$ cat src/rtl/qmult_pipe.sv
// qmult_pipe: three-stage pipelined signed fixed-point multiplier.
//
// Operands and result are signed two's complement numbers with FP_WIDTH
// fractional bits. S1 registers the operands. S2 registers the full
// 2*DATA_WIDTH product. S3 registers the rounded, shifted and
// saturated/wrapped result together with its overflow flag.
// A single global stall freezes all three stages whenever the output
// holds a result that has not been taken.
//
// Parameters:
//   DATA_WIDTH - operand/result width (8..64)
//   FP_WIDTH   - fractional bits (1..DATA_WIDTH-1)
//   ROUND      - 1: round half toward +inf, 0: truncate toward -inf
//   SATURATE   - 1: clamp on overflow, 0: keep low DATA_WIDTH bits
//
// Ports:
//   i_clk    - clock, rising edge
//   i_rst_n  - asynchronous active-low reset
//   s_valid  - operands valid
//   s_ready  - block accepts operands this cycle
//   s_a, s_b - signed operands
//   m_valid  - result valid
//   m_ready  - downstream accepts result
//   m_result - signed product in the operand Q format
//   m_ovf    - result overflowed its range (qualified by m_valid)
module qmult_pipe #(
  parameter int DATA_WIDTH = 32,
  parameter int FP_WIDTH   = 24,
  parameter int ROUND      = 1,
  parameter int SATURATE   = 1
) (
  input  logic                  i_clk,
  input  logic                  i_rst_n,
  input  logic                  s_valid,
  output logic                  s_ready,
  input  logic [DATA_WIDTH-1:0] s_a,
  input  logic [DATA_WIDTH-1:0] s_b,
  output logic                  m_valid,
  input  logic                  m_ready,
  output logic [DATA_WIDTH-1:0] m_result,
  output logic                  m_ovf
);

  localparam int PW = 2 * DATA_WIDTH;

  // Half an LSB of the result, added before the shift when rounding.
  // The sum is one bit wider than the product, so it can never wrap.
  localparam logic [PW:0] RND_C =
    (ROUND != 0) ? ((PW+1)'(1) << (FP_WIDTH - 1)) : '0;

  localparam logic [DATA_WIDTH-1:0] MAX_POS = {1'b0, {(DATA_WIDTH-1){1'b1}}};
  localparam logic [DATA_WIDTH-1:0] MIN_NEG = {1'b1, {(DATA_WIDTH-1){1'b0}}};

  logic                  advance;
  logic                  v1_q, v2_q, v3_q;
  logic [DATA_WIDTH-1:0] a_q, b_q;
  logic [PW-1:0]         prod_d, prod_q;
  logic [PW:0]           sum_d, shr_d;
  logic                  ovf_d, ovf_q;
  logic [DATA_WIDTH-1:0] res_d, res_q;

  // Every stage moves whenever the output slot is empty or being drained.
  // During reset v3_q is 0, so s_ready reads 1 while nothing is captured.
  always_comb begin
    advance  = !v3_q || m_ready;
    s_ready  = advance;
    m_valid  = v3_q;
    m_result = res_q;
    m_ovf    = ovf_q;
  end

  // Valid bits follow the data on every advance, so bubbles travel through
  // the pipe and the data registers themselves need no reset.
  always_ff @(posedge i_clk or negedge i_rst_n) begin
    if (!i_rst_n) begin
      v1_q <= 1'b0;
      v2_q <= 1'b0;
      v3_q <= 1'b0;
    end else if (advance) begin
      v1_q <= s_valid;
      v2_q <= v1_q;
      v3_q <= v2_q;
    end
  end

  // Operand and product registers.
  always_ff @(posedge i_clk) begin
    if (advance) begin
      a_q    <= s_a;
      b_q    <= s_b;
      prod_q <= prod_d;
    end
  end

  // Sign-extending both operands to the full product width makes the low
  // PW bits of an ordinary multiply equal to the signed product.
  always_comb begin
    prod_d = {{DATA_WIDTH{a_q[DATA_WIDTH-1]}}, a_q} *
             {{DATA_WIDTH{b_q[DATA_WIDTH-1]}}, b_q};
  end

  // Round, shift, then detect overflow: the shifted value fits only when all
  // bits from the result sign bit upward are identical.
  always_comb begin
    sum_d = {prod_q[PW-1], prod_q} + RND_C;
    shr_d = $signed(sum_d) >>> FP_WIDTH;
    ovf_d = !((&shr_d[PW:DATA_WIDTH-1]) || !(|shr_d[PW:DATA_WIDTH-1]));
    res_d = shr_d[DATA_WIDTH-1:0];
    if ((SATURATE != 0) && ovf_d) begin
      res_d = shr_d[PW] ? MIN_NEG : MAX_POS;
    end
  end

  // Output stage; reset so m_result and m_ovf read 0 out of reset.
  always_ff @(posedge i_clk or negedge i_rst_n) begin
    if (!i_rst_n) begin
      res_q <= '0;
      ovf_q <= 1'b0;
    end else if (advance) begin
      res_q <= res_d;
      ovf_q <= ovf_d;
    end
  end

endmodule
$ cat config.mk
export PLATFORM = sky130hd
export DESIGN_NAME = qmult_pipe
export DESIGN_NICKNAME = d
export VERILOG_FILES = /design/src/rtl/qmult_pipe.sv
export SDC_FILE = /design/constraint.sdc
export NUM_CORES = 2
export LEC_CHECK = 0
export CORE_MARGIN = 2
export CORE_UTILIZATION = 60
export CTS_BUF_LIST = sky130_fd_sc_hd__clkbuf_8
export CTS_CLUSTER_DIAMETER = 200
export DETAILED_ROUTE_END_ITERATION = 7
export PLACE_DENSITY = 0.84
export SETUP_SLACK_MARGIN = 0.3
export SYNTH_ARGS = -nofsm -noshare
export SYNTH_HDL_FRONTEND = slang
export SYNTH_SLANG_ARGS = --single-unit
$ cat constraint.sdc
create_clock -name i_clk -period 11.2 [get_ports i_clk]
set_clock_uncertainty 0.05 [all_clocks]
set_input_delay 2.24 -clock i_clk [delete_from_list [all_inputs] [get_ports i_clk]]
set_output_delay 2.24 -clock i_clk [all_outputs]
set_load 0.005 [all_outputs]
==> impl_metrics.env <==
export IMPL_outcome="finished clean"
export IMPL_setup_tns_ns=0
export IMPL_die_area_um2=70700
export IMPL_avgSynthCellArea_um2=9.85
export IMPL_synthTopCellsByArea="fa_1, inv_1, and2_1, edfxtp_1, ha_1"
export IMPL_synth_ff_type="edfxtp_1"
export IMPL_cts_resized=0
export IMPL_critPathBufInv=6
export IMPL_synth_edf_count=105
export IMPL_cp_slowest_cell="o311ai_0"
export IMPL_mostFrequentLayoutCell="fa_1"
export IMPL_path_max_fanout=17
export IMPL_cts_tree="yes"
export IMPL_grt_use_met3_pct=8.40
export IMPL_synth_cell_types=67
export IMPL_cts_made_buffers=17
export IMPL_drv_slew=0
export IMPL_critPathMaxStageDelay_ns=1.16
export IMPL_rsz0062_at_grt="no"
export IMPL_grt_pass1_wl_mm=175
export IMPL_ios=103
export IMPL_grt_use_met1_pct=39.6
export IMPL_wl_mm=108
export IMPL_syn_nets=5508
export IMPL_die_h_um=266
export IMPL_postCtsHoldBufs=0
export IMPL_grt_max_degree=72
export IMPL_grtUsageTotal_pct=32.8
export IMPL_post_cts_buffers=0
export IMPL_gp_congestion=0.985
export IMPL_die_w_um=266
export IMPL_vias_per_cell=5.74
export IMPL_maxCapViolations=0
export IMPL_wl_per_cell_um=21.3
export IMPL_tightest_slew_ns=1.43
export IMPL_cts_sinks=141
export IMPL_grt_busiest_layer="met2"
export IMPL_crit_required_ns=11.45
export IMPL_crit_family="adder cells"
export IMPL_async_reset_ff_share_pct=25.5
export IMPL_final_antenna_net_count=0
export IMPL_ys_seq_area_share_pct=9.85
export IMPL_std_cell_rows=96
export IMPL_arrival_ns=10.02
export IMPL_grt_pass1_vias=33007
export IMPL_io_buffers=102
export IMPL_crit_top_cell="fa_1"
export IMPL_critPathCaptureType="flop"
export IMPL_drtPass1Iterations=6
export IMPL_yosysTopAreaCell="fa_1"
export IMPL_cts_root_buf="clkbuf_8"
export IMPL_min_path_type="flop to flop"
export IMPL_grt_overflow=0
export IMPL_netlist_area_um2=41100
export IMPL_start_util_pct=60.3
export IMPL_place_hpwl_mm=84.7
export IMPL_synth_top_area_share_pct=52.6
export IMPL_synth_seq_cells=141
export IMPL_grtUsageMet2_pct=53.0
export IMPL_ys_warnings_count=0
export IMPL_core_area_um2=68200
export IMPL_vias=29055
export IMPL_antenna_found_initial=1
export IMPL_fmax_mhz=102
export IMPL_drt_iter0_markers=2345
export IMPL_num_nets_final=5492
export IMPL_path_class="flop to flop"
export IMPL_layout_common_cells="fa_1, inv_1, nand2_1"
export IMPL_relSlewSlack_pct=3.76
export IMPL_hold_viol_final=0
export IMPL_setup_viol=0
export IMPL_htree_num_levels=4
export IMPL_cts_path_max_buffers=2
export IMPL_layout_drive_gt1_share_pct=3.45
export IMPL_drc=0
export IMPL_startpoint_type="flop"
export IMPL_finalCritPeriodShare_pct=87.3
export IMPL_period_needed_ns=9.78
export IMPL_synthCells=4178
export IMPL_synthToLayoutAreaGrowth_pct=5.63
export IMPL_path_clk_slew_ns=0.10
export IMPL_insertion_delay_ns=0.57
## path summary, 6_finish.rpt
path,slack [ns],start,end,cells past startpoint
setup / recovery,1.42,b_q[10],prod_q[57],25
hold / removal,0.43,v2_q,m_valid,1
setup reg to reg,1.42,b_q[10],prod_q[57],25
hold reg to reg,0.43,v2_q,m_valid,1
max in group asynchronous,8.71,i_rst_n,m_result[26],2
min in group asynchronous,2.05,i_rst_n,m_result[5],2
## routing by layer
layer  vias to the layer above  part of all wire [%]
met1                     14754                    34
li1                      12005                     -
met5                         -                     0
met4                         0                   7.2
met2                      1790                    47
met3                       506                    11
## synthesized netlist by cell type (all sizes together) (4+ instances only)
| master | n |
|---|---|
| nand2 | 526 |
| nand2b | 15 |
| o21bai | 5 |
| xor2 | 34 |
| nor2 | 89 |
| dfrtp | 36 |
| o21ai | 23 |
| a211oi | 25 |
| fa | 1081 |
| and2 | 509 |
| a21o | 22 |
| a21boi | 4 |
| clkbuf | 204 |
| ha | 181 |
| a21oi | 34 |
| edfxtp | 105 |
| nand4 | 23 |
| xnor2 | 52 |
| and3 | 13 |
| buf | 8 |
| o21a | 7 |
| nand3 | 38 |
| nor4 | 7 |
| nor3 | 15 |
| a311oi | 14 |
| nor2b | 6 |
| inv | 1048 |
| a31oi | 9 |
## worst reg2reg max path: cells and delay by family (launching register included)
kind                       cells  cell delay (ns)
DFF                            1             0.96
AOI/OAI and AO/OA              5             2.49
and+or+nand+nor                4             0.97
buffers and inverters          6             0.69
adders and majority gates      9             4.22
xor gates and xnor gates       1             0.14
## area by class of cell
cell class | instances | area, um^2
Fill cell | 5181 | 24800
Clock buffer | 17 | 234
Tap cell | 882 | 1100
Timing Repair Buffer | 177 | 1580
Multi-Input combinational cell | 2777 | 32300
Clock inverter | 15 | 193
Sequential cell | 141 | 4050
Antenna cell | 5 | 12.5
Inverter | 1048 | 3930
## logic make-up after synthesis
family / Yosys count / synth area share, %
simple gates: 1253 / 15.3
mux: 3 / 0.0791
fa+ha+maj: 1262 / 58.1
flops: 141 / 9.85
xor+xnor: 86 / 1.83
buf+inv: 1260 / 11.6
compound gates: 173 / 3.27
## per-stage QoR
step / instances / area (um^2) / setup slack (ns) / hold slack, ns / util [%]
2_1_floorplan: 4178 / 41100 / 2.89 / 0.380 / -
3_3_place_gp: 5025 / 43000 / 1.98 / 0.392 / 63.1
3_5_place_dp: 5025 / 43000 / 1.86 / 0.396 / 63.1
4_1_cts: 5057 / 43500 / 1.86 / 0.427 / 63.7
5_1_grt: 5058 / 43500 / 1.37 / 0.459 / 63.7
6_report: 5062 / 43500 / 1.42 / 0.428 / 63.7
## flip-flops by register name (all words and copies together), names as in the netlist
signal and flops:
m_valid 1, prod_q 41, v2_q 1, v1_q 1, m_result 32, b_q 32, a_q 32, m_ovf 1
Power is left out: the tool's default activity adds up to more than one toggle a clock period on the data nets, which glitch-free logic cannot reach.
